**src/rtl/debug_mem_ctrl.sv**
```systemverilog
// debug_mem_ctrl
//   Debug controller for inspecting a single-port block RAM from the board's
//   switches and buttons. Switch values are captured into start/end/data
//   registers. The operations are a single write, a single read, and a ranged
//   pattern fill. A 32-bit display word feeds the seven-segment controller.
//
//   Build option: define DEBUG_MEM_VERIFY_EN to add a readback verify pass
//   after every fill. The verify pass counts mismatches and latches the first
//   failing address. Without the macro, both of those values are tied to 0.
//
// Ports
//   CLK_100_I     100 MHz system clock
//   RST_I         synchronous active-high reset
//   SW_I          switch bus, low bits used for captures
//   CMD_ADDR_I    pulse: capture start address
//   CMD_END_I     pulse: capture end address
//   CMD_DATA_I    pulse: capture data / fill seed
//   CMD_WR_I      pulse: single write of data to start
//   CMD_RD_I      pulse: single read of start into rd_reg
//   CMD_FILL_I    pulse: fill start..end (wrapping) with pattern MODE_I
//   ABORT_I       pulse: abandon the active operation
//   MODE_I        fill pattern: 00 const, 01 incrementing, 10 address, 11 zero
//   DISP_SEL_I    display source select
//   MEM_RDATA_I   BRAM read data, valid RD_LAT cycles after the address
//   MEM_WE_O      BRAM write enable
//   MEM_ADDR_O    BRAM address
//   MEM_WDATA_O   BRAM write data
//   BUSY_O        operation in progress
//   DONE_O        one-cycle pulse on normal completion
//   ERR_CNT_O     saturating verify mismatch count
//   DISP_O        registered display word
//
// state     | meaning
// ----------+------------------------------------------------------------
// IDLE      | accept captures and commands
// WR1       | single write cycle, WE high, DONE pulses
// RD_WAIT   | address held, waiting RD_LAT cycles for read data
// FILL      | one pattern write per cycle from start to end
// VER_RUN   | one readback per cycle from start to end (verify builds only)
// VER_DRAIN | wait for the last RD_LAT read results (verify builds only)

module debug_mem_ctrl #(
    parameter int ADDR_W = 16,
    parameter int DATA_W = 16,
    parameter int SW_W   = 16,
    parameter int RD_LAT = 1
) (
    input  logic              CLK_100_I,
    input  logic              RST_I,
    input  logic [SW_W-1:0]   SW_I,
    input  logic              CMD_ADDR_I,
    input  logic              CMD_END_I,
    input  logic              CMD_DATA_I,
    input  logic              CMD_WR_I,
    input  logic              CMD_RD_I,
    input  logic              CMD_FILL_I,
    input  logic              ABORT_I,
    input  logic [1:0]        MODE_I,
    input  logic [1:0]        DISP_SEL_I,
    input  logic [DATA_W-1:0] MEM_RDATA_I,
    output logic              MEM_WE_O,
    output logic [ADDR_W-1:0] MEM_ADDR_O,
    output logic [DATA_W-1:0] MEM_WDATA_O,
    output logic              BUSY_O,
    output logic              DONE_O,
    output logic [15:0]       ERR_CNT_O,
    output logic [31:0]       DISP_O
);

    localparam int LAT_W = 3;

    typedef enum logic [2:0] {
        IDLE      = 3'd0,
        WR1       = 3'd1,
        RD_WAIT   = 3'd2,
        FILL      = 3'd3
`ifdef DEBUG_MEM_VERIFY_EN
        ,
        VER_RUN   = 3'd4,
        VER_DRAIN = 3'd5
`endif
    } state_t;

    state_t            state;
    logic [ADDR_W-1:0] start_q;
    logic [ADDR_W-1:0] end_q;
    logic [ADDR_W-1:0] rem_q;
    logic [ADDR_W-1:0] first_err_q;
    logic [DATA_W-1:0] data_q;
    logic [DATA_W-1:0] rd_reg_q;
    logic [DATA_W-1:0] pat_q;
    logic [1:0]        mode_q;
    logic [15:0]       word_cnt_q;
    logic [15:0]       err_cnt_q;
    logic [LAT_W-1:0]  lat_cnt_q;

    logic [ADDR_W-1:0] addr_nxt;
    logic [DATA_W-1:0] pat_nxt;
    logic [DATA_W-1:0] pat_first;

    // Pattern word for the first address of a pass.
    function automatic logic [DATA_W-1:0] first_pat(input logic [1:0]        mode,
                                                    input logic [DATA_W-1:0] seed,
                                                    input logic [ADDR_W-1:0] addr);
        case (mode)
            2'b10:   return DATA_W'(addr);
            2'b11:   return '0;
            default: return seed;
        endcase
    endfunction

    // Pattern word for the next address. Fill and verify share this, so the
    // expected data is produced exactly as it was written.
    function automatic logic [DATA_W-1:0] next_pat(input logic [1:0]        mode,
                                                   input logic [DATA_W-1:0] cur,
                                                   input logic [DATA_W-1:0] seed,
                                                   input logic [ADDR_W-1:0] addr);
        case (mode)
            2'b00:   return seed;
            2'b01:   return cur + DATA_W'(1);
            2'b10:   return DATA_W'(addr);
            default: return '0;
        endcase
    endfunction

    assign addr_nxt  = MEM_ADDR_O + ADDR_W'(1);
    assign pat_nxt   = next_pat(mode_q, pat_q, data_q, addr_nxt);
    assign pat_first = first_pat(MODE_I, data_q, start_q);
    assign ERR_CNT_O = err_cnt_q;

    always_ff @(posedge CLK_100_I) begin
        if (RST_I) begin
            state       <= IDLE;
            start_q     <= '0;
            end_q       <= '0;
            data_q      <= '0;
            rd_reg_q    <= '0;
            rem_q       <= '0;
            pat_q       <= '0;
            mode_q      <= '0;
            word_cnt_q  <= '0;
            lat_cnt_q   <= '0;
            MEM_WE_O    <= 1'b0;
            MEM_ADDR_O  <= '0;
            MEM_WDATA_O <= '0;
            BUSY_O      <= 1'b0;
            DONE_O      <= 1'b0;
        end else begin
            DONE_O <= 1'b0;
            case (state)
                IDLE: begin
                    // Commands read the registers as they were before this
                    // edge, so a capture in the same cycle affects only later
                    // operations.
                    if (CMD_ADDR_I) start_q <= ADDR_W'(SW_I);
                    if (CMD_END_I)  end_q   <= ADDR_W'(SW_I);
                    if (CMD_DATA_I) data_q  <= DATA_W'(SW_I);
                    if (CMD_FILL_I) begin
                        state       <= FILL;
                        MEM_WE_O    <= 1'b1;
                        BUSY_O      <= 1'b1;
                        MEM_ADDR_O  <= start_q;
                        MEM_WDATA_O <= pat_first;
                        pat_q       <= pat_first;
                        mode_q      <= MODE_I;
                        rem_q       <= end_q - start_q;
                        word_cnt_q  <= 16'd1;
`ifndef DEBUG_MEM_VERIFY_EN
                        DONE_O      <= (end_q == start_q);
`endif
                    end else if (CMD_WR_I) begin
                        state       <= WR1;
                        MEM_WE_O    <= 1'b1;
                        BUSY_O      <= 1'b1;
                        DONE_O      <= 1'b1;
                        MEM_ADDR_O  <= start_q;
                        MEM_WDATA_O <= data_q;
                    end else if (CMD_RD_I) begin
                        state      <= RD_WAIT;
                        BUSY_O     <= 1'b1;
                        MEM_ADDR_O <= start_q;
                        lat_cnt_q  <= LAT_W'(RD_LAT);
                    end
                end

                WR1: begin
                    state    <= IDLE;
                    MEM_WE_O <= 1'b0;
                    BUSY_O   <= 1'b0;
                end

                // The count reaches 0 in the cycle the read data is valid.
                // DONE is raised one edge early so that it lines up with
                // that cycle.
                RD_WAIT: begin
                    if (lat_cnt_q == '0) begin
                        rd_reg_q <= MEM_RDATA_I;
                        state    <= IDLE;
                        BUSY_O   <= 1'b0;
                    end else begin
                        lat_cnt_q <= lat_cnt_q - LAT_W'(1);
                        DONE_O    <= (lat_cnt_q == LAT_W'(1));
                    end
                end

                FILL: begin
                    if (rem_q == '0) begin
                        MEM_WE_O <= 1'b0;
`ifdef DEBUG_MEM_VERIFY_EN
                        state      <= VER_RUN;
                        MEM_ADDR_O <= start_q;
                        pat_q      <= first_pat(mode_q, data_q, start_q);
                        rem_q      <= end_q - start_q;
                        word_cnt_q <= 16'd1;
`else
                        state  <= IDLE;
                        BUSY_O <= 1'b0;
`endif
                    end else begin
                        MEM_ADDR_O  <= addr_nxt;
                        MEM_WDATA_O <= pat_nxt;
                        pat_q       <= pat_nxt;
                        rem_q       <= rem_q - ADDR_W'(1);
                        word_cnt_q  <= word_cnt_q + 16'd1;
`ifndef DEBUG_MEM_VERIFY_EN
                        DONE_O      <= (rem_q == ADDR_W'(1));
`endif
                    end
                end

`ifdef DEBUG_MEM_VERIFY_EN
                VER_RUN: begin
                    if (rem_q == '0) begin
                        state     <= VER_DRAIN;
                        lat_cnt_q <= LAT_W'(RD_LAT - 1);
                        DONE_O    <= (RD_LAT == 1);
                    end else begin
                        MEM_ADDR_O <= addr_nxt;
                        pat_q      <= pat_nxt;
                        rem_q      <= rem_q - ADDR_W'(1);
                        word_cnt_q <= word_cnt_q + 16'd1;
                    end
                end

                VER_DRAIN: begin
                    if (lat_cnt_q == '0) begin
                        state  <= IDLE;
                        BUSY_O <= 1'b0;
                    end else begin
                        lat_cnt_q <= lat_cnt_q - LAT_W'(1);
                        DONE_O    <= (lat_cnt_q == LAT_W'(1));
                    end
                end
`endif

                default: begin
                    state    <= IDLE;
                    MEM_WE_O <= 1'b0;
                    BUSY_O   <= 1'b0;
                end
            endcase

            if (ABORT_I && (state != IDLE)) begin
                state    <= IDLE;
                MEM_WE_O <= 1'b0;
                BUSY_O   <= 1'b0;
                DONE_O   <= 1'b0;
            end
        end
    end

`ifdef DEBUG_MEM_VERIFY_EN
    // Expected word and address for each read in flight. Stage RD_LAT-1 lines
    // up with the matching data on MEM_RDATA_I.
    logic              pv_q [RD_LAT];
    logic [DATA_W-1:0] pd_q [RD_LAT];
    logic [ADDR_W-1:0] pa_q [RD_LAT];
    logic              flush;
    logic              mismatch;

    assign flush    = ABORT_I && (state != IDLE);
    assign mismatch = pv_q[RD_LAT-1] && (MEM_RDATA_I != pd_q[RD_LAT-1]);

    always_ff @(posedge CLK_100_I) begin
        if (RST_I) begin
            for (int i = 0; i < RD_LAT; i++) begin
                pv_q[i] <= 1'b0;
                pd_q[i] <= '0;
                pa_q[i] <= '0;
            end
            err_cnt_q   <= '0;
            first_err_q <= '0;
        end else begin
            pv_q[0] <= (state == VER_RUN) && !flush;
            pd_q[0] <= pat_q;
            pa_q[0] <= MEM_ADDR_O;
            for (int i = 1; i < RD_LAT; i++) begin
                pv_q[i] <= pv_q[i-1] && !flush;
                pd_q[i] <= pd_q[i-1];
                pa_q[i] <= pa_q[i-1];
            end
            if ((state == IDLE) && CMD_FILL_I) begin
                err_cnt_q   <= '0;
                first_err_q <= '0;
            end else if (mismatch) begin
                if (err_cnt_q != 16'hFFFF) err_cnt_q <= err_cnt_q + 16'd1;
                if (err_cnt_q == 16'h0000) first_err_q <= pa_q[RD_LAT-1];
            end
        end
    end
`else
    assign err_cnt_q   = '0;
    assign first_err_q = '0;
`endif

    always_ff @(posedge CLK_100_I) begin
        if (RST_I) begin
            DISP_O <= '0;
        end else begin
            case (DISP_SEL_I)
                2'b00:   DISP_O <= {16'(start_q), 16'(data_q)};
                2'b01:   DISP_O <= {16'(start_q), 16'(rd_reg_q)};
                2'b10:   DISP_O <= {16'(first_err_q), err_cnt_q};
                default: DISP_O <= {13'b0, 3'(state), word_cnt_q};
            endcase
        end
    end

endmodule

```
**config.mk**
```make
export PLATFORM = sky130hd
export DESIGN_NAME = debug_mem_ctrl
export DESIGN_NICKNAME = d
export VERILOG_FILES = /design/src/rtl/debug_mem_ctrl.sv
export SDC_FILE = /design/constraint.sdc
export NUM_CORES = 1
export LEC_CHECK = 0
export CAP_MARGIN = 10
export CORE_MARGIN = 1
export CORE_UTILIZATION = 39
export CTS_CLUSTER_DIAMETER = 80
export DETAILED_ROUTE_END_ITERATION = 10
export GPL_TIMING_DRIVEN = 0
export PLACE_DENSITY = 0.56
export SYNTH_ARGS = -nofsm -noshare
export SYNTH_HDL_FRONTEND = slang
export SYNTH_SLANG_ARGS = --single-unit
```
**constraint.sdc**
```tcl
create_clock -name CLK_100_I -period 2.65 [get_ports CLK_100_I]
set_input_delay 0.265 -clock CLK_100_I [delete_from_list [all_inputs] [get_ports CLK_100_I]]
set_output_delay 0.265 -clock CLK_100_I [all_outputs]
set_load 0.1 [all_outputs]
```
==> results.yml <==
logic_synthesis:
  synthesized_instance_count: 1311
  synthDominantCellAreaShare: 0.366
  top_cells_by_area_synth: "dfxtp_1 37%, nand2_1 7.5%, a21oi_1 6.6%, nor2_1 5.4%, ha_1 3.0%"
  synth.cell_area_um2: 10200
  async_reset_ff_frac: 0
  synthDominantAreaCellType: "dfxtp_1"
  synth-warning-count: 0
  syn_area_per_cell_um2: 7.75
  ys_ff_latch: 186
  count_of_flip_flops_with_a_built_in_enable_after_synthesis: 0
  yosys_most_used_dff: "dfxtp_1"
  part_of_the_yosys_area_used_for_sequential_elements: 0.366
  yosysUniqueCellTypes: 83
finish:
  layout-area-overhead-vs-synth_pct: 22.7
  layout-drive-gt1-share: 0.0892
  layout.cells.most_common: "nand2_1"
  antenna_cells: 0
  layout.filler_cells: 2603
  area_occupied_by_multi_input_gates_um2: 5910
  fin_cells: 1799
  fin_util: 0.491
  seq_area_um2: 3730
  layout.nets: 1526
  most-common-layout-cells: "203 x nand2_1, 180 x dfxtp_1, 145 x nor2_1"
place:
  place.detailed.hpwl_um: 30300
  place_congestion: 1.00
  numPlacedInstances: 1765
  portBuffers: 109
  placement.setup.worst_slack_ns: -0.367
clock_tree:
  cts_root_buf: "clkbuf_16"
  numClockSinks: 186
  clk_path_buf_depth: 2
  htree_levels: 4
  tritoncts: "built"
  insertion_delay_ns: 0.45
  ctsHoldBuffers: 0
  clkSlewWorstSetupHoldPaths_ns: 0.08
  numCtsBuffers: 17
global_routing:
  grt_max_degree: 22
  grt.total_usage: 0.300
  grt_pass1_wl_um: 58500
  vias_in_the_first_global_route: 9414
  gr-total-overflow: 0
  grt_antenna_before_repair: 0
floorplan:
  die_area_um2: 26700
  std_cell_rows: 58
  die_w_um: 163
  ioPinCount: 128
  core_area_um2: 25400
  dieHeight_um: 163
  floorplan.initialDensity: 0.400
power_and_ir_drop:
  worst_ir_drop_vdd_uv: 440
  pwr_density_nw_per_um2: 776
  design_power_mw: 9.67
  leakagePower_nw: 4.55
timing:
  final_min_period_over_clock_period: 0.964
  grt_setup_unrepaired: "false"
  fin_skew_ns: 0.0146
  layout_setup_ws_ns: 0.0957
  max_slew_margin: 0.243
  report.final.hold_viol_count: 0
  final-setup-viol-count: 0
  maxSlewViolCount: 0
  timing_worst_slew_pin_value_ns: 1.13
  achievable-frequency_ghz: 0.391
  fin_crit_ns: 2.55
route:
  antenna_violating_nets_post_route: 0
  drt_pass1_iterations: 5
  postRouteWirelength_um: 39600
  wl_per_cell_um: 22.0
  viasPerCell: 5.68
  dr_total_vias: 10215
  number_of_drc_markers_after_the_initial_detailed_route_iteration: 989
  drc_violation_count_after_routing: 0
setup_path:
  critPathArrivalTime_ns: 2.92
  setup.worst_path.end_class: "register"
  setup.worst_path.start_class: "register"
  worst-setup-path-type: "reg2reg"
  critical_path_peak_fanout: 10
  crit_required_ns: 3.01
run:
  maxCapViolations: 0
worst_hold_path:
  hold_class: "in2reg"
run_status:
  status: "complete, no violations"
## synth_stat cells (23+ instances only)
library cell  number
a211oi_1          27
a21oi_1          135
clkbuf_1          61
dfxtp_1          186
ha_1              24
inv_1             35
mux2i_1           27
nand2_1          203
nand3_1           27
nor2_1           146
nor3_1            51
o21ai_0           56
xnor2_1           23
## registers in the layout, indices dropped and copies added, names as in the netlist, 2 cells and up
name,count
DISP_O,32
MEM_ADDR_O,16
MEM_WDATA_O,16
data_q,16
end_q,16
lat_cnt_q,3
mode_q,2
pat_q,16
rd_reg_q,16
rem_q,16
start_q,16
state,2
word_cnt_q,16
## layer usage
layer	wire (um)	GRT usage	vias up
met5	0	0	-
met4	1650	0.139	0
met3	3720	0.0792	80
met2	16900	0.440	442
met1	17400	0.406	4779
li1	-	-	4914
## logic make-up after synthesis
group	after synthesis	share of synthesized area
mux	30	0.0299
xor+xnor	39	0.0336
flops	186	0.366
buf+inv	139	0.0635
simple gates	558	0.268
other cells	1	0.000369
compound gates	333	0.207
fa+ha+maj	25	0.0315
## worst max-delay path, cell delays in order, from the launching register on
cell and delay (ns):
dfxtp_1 0.36, buf_2 0.22, nor3b_2 0.81, buf_2 0.43
buf_2 0.36, nand4_1 0.16, o211ai_1 0.13
## metrics by stage
stage / hold WS (ns) / setup TNS (ns) / cell area (um^2)
after floorplan: 0.401 / 0 / 10200
after global placement: 0.444 / -3.33 / 11700
after detailed placement: 0.449 / -3.49 / 11700
after CTS: 0.317 / 0 / 12400
after global routing: 0.345 / 0 / 12500
final: 0.337 / 0 / 12500
## final timing paths
kind	from	end	slack, ns	cells past startpoint
hold / removal	DISP_SEL_I[1]	DISP_O[0]	0.34	4
setup reg to reg	state[1]	rem_q[14]	0.1	6
hold reg to reg	rd_reg_q[9]	rd_reg_q[9]	0.46	2
setup / recovery	state[1]	rem_q[14]	0.1	6
## what timing repair did
item | 4_1_cts | 5_1_grt
resized for setup | 8 | 18
pin swaps | 0 | 1
buffers inserted | 0 | 2
setup endpoints to repair | 14 | 31
## report_power, final
group          internal [mW]  switching (mW)
Sequential              3.08           0.386
Clock                   1.39            1.38
Combinational           1.06            2.36
## area by class of cell
| class | instances | area share |
|---|---|---|
| multi-input combinational | 1001 | 0.474 |
| clock buffer | 17 | 0.0341 |
| clock inverter | 15 | 0.0177 |
| tap | 330 | 0.0331 |
| inverter | 37 | 0.0111 |
| timing repair buffer | 111 | 0.0887 |
| sequential | 186 | 0.299 |
| buffer | 102 | 0.0415 |
(Power assumes the default switching activity.)
